**src/rtl/alu_arbiter.sv**
```systemverilog
// Round-robin arbiter sharing one external ALU among NREQ requesters; latency grant+ISSUE+ALU cycles+RESP.
// Backpressure: requesters hold req until ack; requests are sampled only in IDLE, one transaction in flight.
module alu_arbiter #(
    parameter int WIDTH   = 16,
    parameter int NREQ    = 4,
    parameter int TIMEOUT = 16
) (
    input  logic                  clk,
    input  logic                  rst_n,
    input  logic [NREQ-1:0]       req,
    input  logic [NREQ*WIDTH-1:0] req_a,
    input  logic [NREQ*WIDTH-1:0] req_b,
    input  logic [NREQ*3-1:0]     req_op,
    output logic [NREQ-1:0]       ack,
    output logic [NREQ-1:0]       resp_valid,
    output logic [WIDTH-1:0]      resp_result,
    output logic                  resp_err,
    output logic [WIDTH-1:0]      alu_a,
    output logic [WIDTH-1:0]      alu_b,
    output logic [2:0]            alu_op,
    output logic                  alu_start,
    input  logic                  alu_done,
    input  logic [WIDTH-1:0]      alu_result,
    output logic                  busy
);
    localparam int PW = (NREQ > 1) ? $clog2(NREQ) : 1;
    localparam int CW = (TIMEOUT > 1) ? $clog2(TIMEOUT) : 1;

    typedef enum logic [1:0] {IDLE, ISSUE, WAIT, RESP} state_t;

    state_t           state_q, state_d;
    logic [1:0]       rst_sync;
    logic             rst_i_n;
    logic [PW-1:0]    ptr_q, gnt_q, gnt;
    logic [WIDTH-1:0] a_q, b_q, res_q, sel_a, sel_b;
    logic [2:0]       op_q, sel_op;
    logic             err_q, found, op_legal, timed_out;
    logic [CW-1:0]    cnt_q;
    int               sidx;

    // Assert asynchronously, release on the second edge so the core always leaves reset from a clean IDLE.
    always_ff @(posedge clk or negedge rst_n) begin
        if (!rst_n) rst_sync <= 2'b00;
        else        rst_sync <= {rst_sync[0], 1'b1};
    end
    assign rst_i_n = rst_sync[1];

    always_comb begin
        found = 1'b0;
        gnt   = '0;
        sidx  = 0;
        for (int k = 0; k < NREQ; k++) begin
            sidx = (int'(ptr_q) + k) % NREQ;
            if (!found && req[PW'(sidx)]) begin
                found = 1'b1;
                gnt   = PW'(sidx);
            end
        end
    end

    assign sel_a     = req_a[gnt*WIDTH +: WIDTH];
    assign sel_b     = req_b[gnt*WIDTH +: WIDTH];
    assign sel_op    = req_op[gnt*3 +: 3];
    assign op_legal  = (sel_op <= 3'd5);
    assign timed_out = (cnt_q == CW'(TIMEOUT - 1));

    always_comb begin
        state_d = state_q;
        case (state_q)
            IDLE:    if (found) state_d = op_legal ? ISSUE : RESP;
            ISSUE:   state_d = WAIT;
            WAIT:    if (alu_done || timed_out) state_d = RESP;
            RESP:    state_d = IDLE;
            default: state_d = IDLE;
        endcase
    end

    always_ff @(posedge clk or negedge rst_i_n) begin
        if (!rst_i_n) begin
            state_q <= IDLE;
            ptr_q   <= '0;
            gnt_q   <= '0;
            a_q     <= '0;
            b_q     <= '0;
            op_q    <= '0;
            res_q   <= '0;
            err_q   <= 1'b0;
            cnt_q   <= '0;
        end else begin
            state_q <= state_d;
            case (state_q)
                IDLE: if (found) begin
                    gnt_q <= gnt;
                    a_q   <= sel_a;
                    b_q   <= sel_b;
                    op_q  <= sel_op;
                    err_q <= !op_legal;
                    res_q <= '0;
                end
                ISSUE: cnt_q <= '0;
                WAIT: begin
                    // A completion in the last allowed cycle still wins over the timeout.
                    if (alu_done) begin
                        res_q <= alu_result;
                        err_q <= 1'b0;
                    end else if (timed_out) begin
                        res_q <= '0;
                        err_q <= 1'b1;
                    end else begin
                        cnt_q <= cnt_q + CW'(1);
                    end
                end
                RESP: ptr_q <= (gnt_q == PW'(NREQ - 1)) ? '0 : gnt_q + PW'(1);
                default: ;
            endcase
        end
    end

    always_comb begin
        ack         = '0;
        resp_valid  = '0;
        resp_result = '0;
        resp_err    = 1'b0;
        if (state_q == IDLE && found && rst_i_n) ack = NREQ'(1) << gnt;
        if (state_q == RESP) begin
            resp_valid  = NREQ'(1) << gnt_q;
            resp_result = res_q;
            resp_err    = err_q;
        end
    end

    assign alu_a     = a_q;
    assign alu_b     = b_q;
    assign alu_op    = op_q;
    assign alu_start = (state_q == ISSUE);
    assign busy      = (state_q != IDLE);

endmodule

```
**config.mk**
```make
export PLATFORM = sky130hd
export DESIGN_NAME = alu_arbiter
export DESIGN_NICKNAME = d
export VERILOG_FILES = /design/src/rtl/alu_arbiter.sv
export SDC_FILE = /design/constraint.sdc
export NUM_CORES = 1
export LEC_CHECK = 0
export CAP_MARGIN = 20
export CORE_ASPECT_RATIO = 0.75
export CORE_UTILIZATION = 42
export DETAILED_ROUTE_END_ITERATION = 12
export PLACE_DENSITY = 0.84
export SYNTH_ARGS = -nofsm -noshare
export SYNTH_HDL_FRONTEND = slang
export SYNTH_SLANG_ARGS = --single-unit
```
**constraint.sdc**
```tcl
create_clock -name clk -period 4.65 [get_ports clk]
set_clock_uncertainty 0.15 [all_clocks]
set_input_delay 0.6975 -clock clk [delete_from_list [all_inputs] [get_ports clk]]
set_output_delay 0.6975 -clock clk [all_outputs]
set_load 0.05 [all_outputs]
```
==> qor.csv <==
stage,metric,value,unit
die,ios,225,
global_route,grt_pass1_vias,4195,
place,placed_cells,880,
clock_network,numCtsBuffers,9,
logic_synthesis,netlist_area,3920,sq um
global_route,grt_usage,25.5,%
sta,post-route-min-period,4190,ps
place,pre_cts_ws,485,ps
clock_network,cts_tree,built,
sta,drv_slew,0,
routing,drc_errors,0,
critical_path,cp.required,3800,ps
cells_and_area,final_nets,936,
critical_path,end_kind,output pin,
critical_path,cpPeakStageDelay,830,ps
sta,rsz0062_at_grt,false,
die,die_height,85.7,microns
critical_path,critPathLaunchType,input port,
routing,drt_iter0_drc,154,
logic_synthesis,synth-seq-cells,64,
run,maxCapViolCount,0,
die,core,9050,sq um
min_path,hold_path_end,rst_sync[1],
critical_path,path_cells,clkdlybuf4s50_1 > mux2i_1 > and2_1 > or3_2 > nor3_1 > clkdlybuf4s50_1,
sta,relSlewSlack,47.8,%
sta,fin_setup_tns,0,ps
min_path,hold-path-cell-count,0,
sta,finalCritPeriodShare,90.1,%
critical_path,rr_worst_depth,8,
clock_network,clock-sinks,64,
logic_synthesis,ys_warn_count,0,
routing,drtPass1Iterations,4,
place,gp_congestion,0.891,
die,die_area,9730,sq um
die,rows,30,
global_route,antenna_found_initial,0,
logic_synthesis,synthCells,559,
power,p_leak,2.90,nW
global_route,grt_max_degree,73,
routing,ant_nets,0,
logic_synthesis,yosysSeqAreaShare,40.8,%
logic_synthesis,synth_edf_count,0,
critical_path,r2r_setup_slack,1980,ps
cells_and_area,layout_common_cells,"nand2_1 (239), clkdlybuf4s50_1 (224), o21ai_0 (92), dfrtp_1 (63), nand3_1 (34)",
clock_network,clk_pin_slew,50,ps
sta,fin_ws,461,ps
logic_synthesis,netlist.area_leader.share,40.8,%
logic_synthesis,async_reset_ff_share,100,%
clock_network,cts_resized,0,
logic_synthesis,ys_top_cells_by_area,"dfrtp_1 (41%), nand2_1 (23%), o21ai_0 (12%)",
clock_network,clockBufferDepth,2,
cells_and_area,fin_cells,896,
routing,avgViaCountPerCell,4.96,
clock_network,cts_max_level,3,
power,powerDensity,613,nW/um^2
place,io_buffers,224,
die,start_util,43.4,%
cells_and_area,diodes,0,
critical_path,r2r-start,ptr_q[1],
logic_synthesis,synth_top_cell_by_area,dfrtp_1,
min_path,worstHoldPathType,flop to flop,
sta,setup_viol,0,
routing,vias,4442,
min_path,hp-start,rst_sync[0],
power,ir_drop,0.497,mV
logic_synthesis,synthesis.nets,732,
status,status,completed,
clock_network,clk_latency,320,ps
power,power,4.00,mW
cells_and_area,drive_above_1_share,4.04,%
sta,worst_pin_slew,783,ps
critical_path,worstPathArrival,3340,ps
clock_network,hold_buffers,0,
logic_synthesis,yosys_most_used_dff,dfrtp_1,
die,dieWidth,114,microns
routing,wl,12600,microns
critical_path,cp_max_fo,23,
global_route,grt_pass1_wl,19500,microns
routing,avgRoutedWirePerCell,14.0,microns
place,hpwl,9430,microns
sta,timing.fmax,239,MHz
critical_path,reg2reg_to,alu_b[15],
logic_synthesis,synth.avg_cell_area,7.02,sq um
cells_and_area,final_common_cell,nand2_1,
clock_network,postCtsSetupRepairBufs,0,
sta,final_hold_viol_count,0,
critical_path,cp_slowest_cell,clkdlybuf4s50_1,
critical_path,cpMostUsedCell,clkdlybuf4s50_1,
global_route,grt_overflow,0,
clock_network,root_buffer,clkbuf_16,
logic_synthesis,yosysUniqueCellTypes,30,
cells_and_area,syn2layout_area_growth,66.5,%
critical_path,crit_type,input port to output pin,
==> final cells by class <==
| cell class | instances | area [sq um] |
|---|---|---|
| repair buffers | 231 | 2290 |
| flip-flops and latches | 64 | 1600 |
| well taps | 128 | 160 |
| inverters | 13 | 48.8 |
| multi-input cells | 444 | 2150 |
| fillers | 716 | 2510 |
| clock inverters | 5 | 32.5 |
| clock buffers | 11 | 243 |
==> cell families after synthesis <==
family,Yosys count,share of synthesized area (%)
other,1,0.0956
and+or+nand+nor,316,33.8
buffers and inverters,51,5.04
muxes,10,2.68
DFF,64,40.8
adders and majority gates,10,3.19
AOI/OAI and AO/OA,107,14.4
==> synth_stat cells (2+ instances only) <==
master and n:
ha_1 10, inv_1 13, nor2_1 6, nor3b_1 3, buf_2 5, a22o_1 2, clkbuf_1 32, mux2i_1 6
nand3_1 34, nor3_1 4, mux2_2 4, nand2_1 239, o21ai_0 93, a21oi_1 6, dfrtp_1 64, and2_1 24
==> per-layer routing <==
metal | GRT usage [%] | wire [microns]
met3 | 5.65 | 634
met1 | 30.2 | 5400
met4 | 8.85 | 281
met5 | 0 | 0
met2 | 45.7 | 6240
==> stage by stage <==
step	hold slack (ps)	utilization (%)	cell area (sq um)
4_1_cts	207	72.2	6530
5_1_grt	207	72.2	6530
3_5_place_dp	195	69.2	6260
3_3_place_gp	183	69.2	6260
2_1_floorplan	181	-	3920
6_report	203	72.2	6530
==> worst max path at each step <==
stage	startpoint	cells past startpoint	slack (ps)	endpoint
floorplan	rst_sync[1]	2	730	ack[0]
global placement	req[1]	6	540	ack[1]
detailed placement	req[1]	6	490	ack[3]
CTS	req[1]	6	460	ack[3]
global route	req[1]	6	420	ack[1]
finish	req[1]	6	460	ack[3]
==> critical path, delay by kind of cell <==
family	cells	cell delay, ps
buffers and inverters	2	1390
and+or+nand+nor	3	1160
muxes	1	90
==> power by group <==
group,leakage [nW],internal [mW],total [mW],switching (mW)
Clock,0.128,0.373,0.612,0.240
Sequential,0.812,0.805,0.958,0.153
Combinational,1.96,0.835,2.43,1.60
==> flip-flops by register name, summed over array words and instances (netlist names) <==
name	cells
ptr_q	2
rst_sync	2
err_q	1
alu_op	3
res_q	16
alu_b	16
cnt_q	4
state_q	2
alu_a	16
gnt_q	2
Note: power is estimated with default switching activity, not from simulation.
